$ cat src/rtl/mem_port_arbiter.sv
// Arbiter sharing one unified memory between the CPU and a DMA/loader port.
// Each access runs IDLE -> ISSUE -> (WAIT x MEM_LAT for reads) -> DONE.
module mem_port_arbiter #(
  parameter int unsigned AW           = 32,
  parameter int unsigned DW           = 32,
  parameter int unsigned MEM_LAT      = 1,
  parameter int unsigned STARVE_LIMIT = 4
) (
  input  logic          clk,
  input  logic          reset,
  input  logic          cpu_req,
  input  logic          cpu_we,
  input  logic [AW-1:0] cpu_addr,
  input  logic [DW-1:0] cpu_wdata,
  output logic [DW-1:0] cpu_rdata,
  output logic          cpu_ready,
  input  logic          dma_req,
  input  logic          dma_we,
  input  logic [AW-1:0] dma_addr,
  input  logic [DW-1:0] dma_wdata,
  output logic [DW-1:0] dma_rdata,
  output logic          dma_ack,
  output logic          mem_en,
  output logic          mem_we,
  output logic [AW-1:0] mem_addr,
  output logic [DW-1:0] mem_wdata,
  input  logic [DW-1:0] mem_rdata,
  output logic          busy,
  output logic          owner
);

  localparam int unsigned CntW = $clog2(MEM_LAT + 1);
  localparam int unsigned StW  = (STARVE_LIMIT > 0) ? $clog2(STARVE_LIMIT + 1) : 1;
  localparam logic [CntW-1:0] LatInit = CntW'(MEM_LAT);
  localparam logic [StW-1:0]  StLimit = StW'(STARVE_LIMIT);

  typedef enum logic [1:0] {StIdle, StIssue, StWait, StDone} state_e;

  state_e          state_q, state_d;
  logic            owner_q, owner_d;
  logic            we_q, we_d;
  logic [AW-1:0]   addr_q, addr_d;
  logic [DW-1:0]   wdata_q, wdata_d;
  logic [DW-1:0]   cpu_rdata_q, cpu_rdata_d;
  logic [DW-1:0]   dma_rdata_q, dma_rdata_d;
  logic [CntW-1:0] wait_q, wait_d;
  logic [StW-1:0]  starve_q, starve_d;
  logic            any_req;
  logic            grant_dma;

  assign any_req   = cpu_req | dma_req;
  // CPU has priority unless the DMA has been passed over STARVE_LIMIT times in a row.
  assign grant_dma = dma_req & (~cpu_req | (starve_q == StLimit));

  always_ff @(posedge clk or negedge reset) begin
    if (!reset) begin
      state_q <= StIdle;
    end else begin
      state_q <= state_d;
    end
  end

  always_comb begin
    state_d = state_q;
    unique case (state_q)
      StIdle:  if (any_req) state_d = StIssue;
      StIssue: state_d = we_q ? StDone : StWait;
      StWait:  if (wait_q == CntW'(1)) state_d = StDone;
      StDone:  state_d = StIdle;
      default: state_d = StIdle;
    endcase
  end

  always_comb begin
    owner_d     = owner_q;
    we_d        = we_q;
    addr_d      = addr_q;
    wdata_d     = wdata_q;
    cpu_rdata_d = cpu_rdata_q;
    dma_rdata_d = dma_rdata_q;
    wait_d      = wait_q;
    starve_d    = starve_q;
    if (state_q == StIdle && any_req) begin
      owner_d = grant_dma;
      we_d    = grant_dma ? dma_we    : cpu_we;
      addr_d  = grant_dma ? dma_addr  : cpu_addr;
      wdata_d = grant_dma ? dma_wdata : cpu_wdata;
      if (grant_dma || !dma_req) begin
        starve_d = '0;
      end else if (starve_q != StLimit) begin
        starve_d = starve_q + 1'b1;
      end
    end
    if (state_q == StIssue && !we_q) begin
      wait_d = LatInit;
    end
    if (state_q == StWait) begin
      wait_d = wait_q - 1'b1;
      if (wait_q == CntW'(1)) begin
        if (owner_q) begin
          dma_rdata_d = mem_rdata;
        end else begin
          cpu_rdata_d = mem_rdata;
        end
      end
    end
  end

  always_ff @(posedge clk or negedge reset) begin
    if (!reset) begin
      owner_q     <= 1'b0;
      we_q        <= 1'b0;
      addr_q      <= '0;
      wdata_q     <= '0;
      cpu_rdata_q <= '0;
      dma_rdata_q <= '0;
      wait_q      <= '0;
      starve_q    <= '0;
    end else begin
      owner_q     <= owner_d;
      we_q        <= we_d;
      addr_q      <= addr_d;
      wdata_q     <= wdata_d;
      cpu_rdata_q <= cpu_rdata_d;
      dma_rdata_q <= dma_rdata_d;
      wait_q      <= wait_d;
      starve_q    <= starve_d;
    end
  end

  always_comb begin
    mem_en    = (state_q == StIssue);
    mem_we    = (state_q == StIssue) & we_q;
    cpu_ready = (state_q == StDone) & ~owner_q;
    dma_ack   = (state_q == StDone) & owner_q;
    busy      = (state_q != StIdle);
  end

  // Command registers drive the memory bus directly, so it holds between accesses.
  assign mem_addr  = addr_q;
  assign mem_wdata = wdata_q;
  assign cpu_rdata = cpu_rdata_q;
  assign dma_rdata = dma_rdata_q;
  assign owner     = owner_q;

endmodule
$ cat config.mk
export PLATFORM = sky130hd
export DESIGN_NAME = mem_port_arbiter
export DESIGN_NICKNAME = d
export VERILOG_FILES = /design/src/rtl/mem_port_arbiter.sv
export SDC_FILE = /design/constraint.sdc
export NUM_CORES = 1
export LEC_CHECK = 0
export ABC_AREA = 1
export CAP_MARGIN = 10
export CORE_ASPECT_RATIO = 1.2
export CORE_UTILIZATION = 42
export DETAILED_ROUTE_END_ITERATION = 10
export PLACE_DENSITY = 0.9
export SETUP_SLACK_MARGIN = 0.2
export SLEW_MARGIN = 10
export SYNTH_ARGS = -nofsm -noshare
export SYNTH_HDL_FRONTEND = slang
export SYNTH_SLANG_ARGS = --single-unit
$ cat constraint.sdc
create_clock -name clk -period 2.1 [get_ports clk]
set_input_delay 0.42 -clock clk [delete_from_list [all_inputs] [get_ports clk]]
set_output_delay 0.42 -clock clk [all_outputs]
set_load 0.005 [all_outputs]
==> out/metrics.yaml <==
status: "finished, final reports clean"
drive_above_1_share_pct: 5.63
grt_pass1_vias: 6351
finalCritPeriodShare_pct: 87.4
grt_pass1_wl_mm: 30.2
reg2reg_depth: 7
cp_cell_sequence: "buf_6 > ha_4 > dlygate4sd2_1"
firstDrtPassIters: 5
antenna_found_initial: 0
die_area_um2: 15900
crit_slowest_cell: "dfrtp_1"
drt-initial-drc-count: 434
overflow: 0
instances_no_fill: 1358
synth_top_area_cell: "dfrtp_1"
finalClockSkew_ns: 0.00891
power_leakage_nw: 5.37
hpwl_mm: 14.0
drv_slew: 0
clkSinkCount: 136
gp_congestion: 0.861
r2r_end: "cpu_rdata[20]"
ioPinCount: 300
yosysWarnings: 0
grt_usage_pct: 24.8
ant_nets: 0
cts_made_buffers: 17
cts_tree: "yes"
met1_usage_pct: 27.1
p_per_area_nw_per_um2: 1320
finalSetupViolations: 0
slowest_delay_ns: 0.43
crit_arrival_ns: 1.42
die_h_um: 138
use_met2_pct: 44.4
ys_ff_latch: 136
fp-row-count: 49
r2r_setup_slack_ns: 0.30
synth_top_cell_area_share_pct: 52.6
cap_viol_max_count: 0
grtUsageMet3_pct: 4.94
fmax_mhz: 545
dp.cells: 1322
endpoint: "mem_en"
num_vias: 6497
layout_setup_ws_ns: 0.264
htreeDepth: 4
path_class: "register to output port"
crit_start: "state_q[0]"
fill_cells: 1124
avgSynthCellArea_um2: 7.57
cts-root-buf: "clkbuf_16"
ir_worst_vdd_mv: 0.789
crit_buf_inv: 2
crit_path_end_kind: "output port"
grt_max_degree: 69
hold_viol_final: 0
diodes: 0
hp-start: "mem_addr[14]"
yosys-top-cells-area: "dfrtp_1, nand2_1, nand3_1"
cts_buffer_depth: 2
power.total_w: 0.0136
tightest_slew_ns: 0.511
ys_seq_area_share_pct: 52.6
clkTransAtPathRegs_ns: 0.06
cp.required_ns: 1.68
critical_path.top_delay_family: "flip-flops"
synth.distinct_cells: 18
syn_to_final_growth_pct: 59.6
fp.dieW_um: 115
worstHoldPathType: "register to register"
syn-cell-area_um2: 6460
syn_inst: 854
fin_tns_setup_ns: 0
wirelength_mm: 19.7
place_ws_ns: 0.261
final_util_pct: 68.7
clock_latency_ns: 0.41
worstSetupStartpointType: "register"
multi_input_area_um2: 2210
routedWlPerCell_um: 14.5
path_depth: 3
grt_busiest_layer: "met2"
viasPerCell: 4.78
rsz0062_at_grt: "true"
numPortBuffers: 299
final.min_clock_period_ns: 1.84
syn_nets: 1026
placeableCoreArea_um2: 15000
relSlewSlack_pct: 65.9
start_util_pct: 43.0
num-nets-final: 1313
r2r-start: "state_q[0]"
seq_area_um2: 3400
cp_max_fo: 3
drc_errors: 0
repair_timing:
action / in CTS / in global routing
pin swaps: 1 / 0
endpoints found under the setup margin: 5 / 5
resized for setup: 12 / 11
hold buffers: 1 / 0
setup buffers: 3 / 0
endpoints found under the hold margin: 48 / 0
state kept, by name, summed over array words and instances (netlist names):
name       count
cpu_rdata     32
owner          1
mem_wdata     32
state_q        2
wait_q         1
we_q           1
starve_q       3
dma_rdata     32
mem_addr      32
worst min-delay path by stage:
| stage | cells past startpoint | end | slack [ns] |
|---|---|---|---|
| 3_5_place_dp | 1 | dma_rdata[28] | 0.40 |
| 4_1_cts | 2 | mem_addr[21] | 0.48 |
| 2_1_floorplan | 0 | cpu_rdata[0] | 0.12 |
| 6_report | 2 | mem_addr[14] | 0.48 |
| 5_1_grt | 2 | mem_wdata[4] | 0.49 |
| 3_3_place_gp | 1 | dma_rdata[28] | 0.40 |
cell type report:
cell class / count / area share [%]
Clock inverter: 11 / 1.19
Inverter: 176 / 6.40
Multi-Input combinational cell: 494 / 21.4
Clock buffer: 21 / 4.46
Timing Repair Buffer: 316 / 31.0
Sequential cell: 136 / 33.0
Tap cell: 204 / 2.47
stage by stage:
step                hold WS [ns]  cell area (um2)
floorplan                  0.124             6460
global placement           0.397             9690
detailed placement         0.398             9690
CTS                        0.481            10300
global route               0.491            10300
finish                     0.475            10300
cells by family after synthesis:
logic type	synth area share (%)
compound gates	5.42
xor+xnor	0.135
fa+ha+maj	1.16
buf+inv	13.6
flops	52.6
simple gates	27.0
metal layers:
| layer | wire length (um) | part of all wire [%] |
|---|---|---|
| met5 | 0 | 0 |
| met4 | 837 | 4.3 |
| met3 | 1180 | 6.0 |
| met2 | 10200 | 52 |
| met1 | 7450 | 38 |
placed cells by master (no fill, tap or decap), drive strengths merged:
master	count
clkdlybuf4s50	292
nand2	276
inv	177
dfrtp	136
nand3	134
o21ai	68
clkbuf	24
buf	19
nor2	6
ha	6
clkinvlp	4
clkinv	4
a21oi	2
bufinv	2
or2	1
xor2	1
dlygate4sd3	1
dlygate4sd2	1
synthesized netlist by cell type (all sizes together):
master,number
dfrtp,136
or2,1
nor2,6
inv,176
buf,30
xor2,1
o21ai,68
clkbuf,18
ha,6
nand2,276
nand3,134
a21oi,2
worst min-delay path, stage by stage, from the launching register on:
cell and delay (ns):
dfrtp_1 0.34, nand2_1 0.05, nand2_1 0.05
where the power goes:
part / internal, W / total [W] / switching [W]
clock: 0.00181 / 0.00294 / 0.00113
sequential: 0.00395 / 0.00470 / 0.000754
combinational: 0.00335 / 0.00598 / 0.00263
No activity file was read; power rests on OpenSTA's default activity.
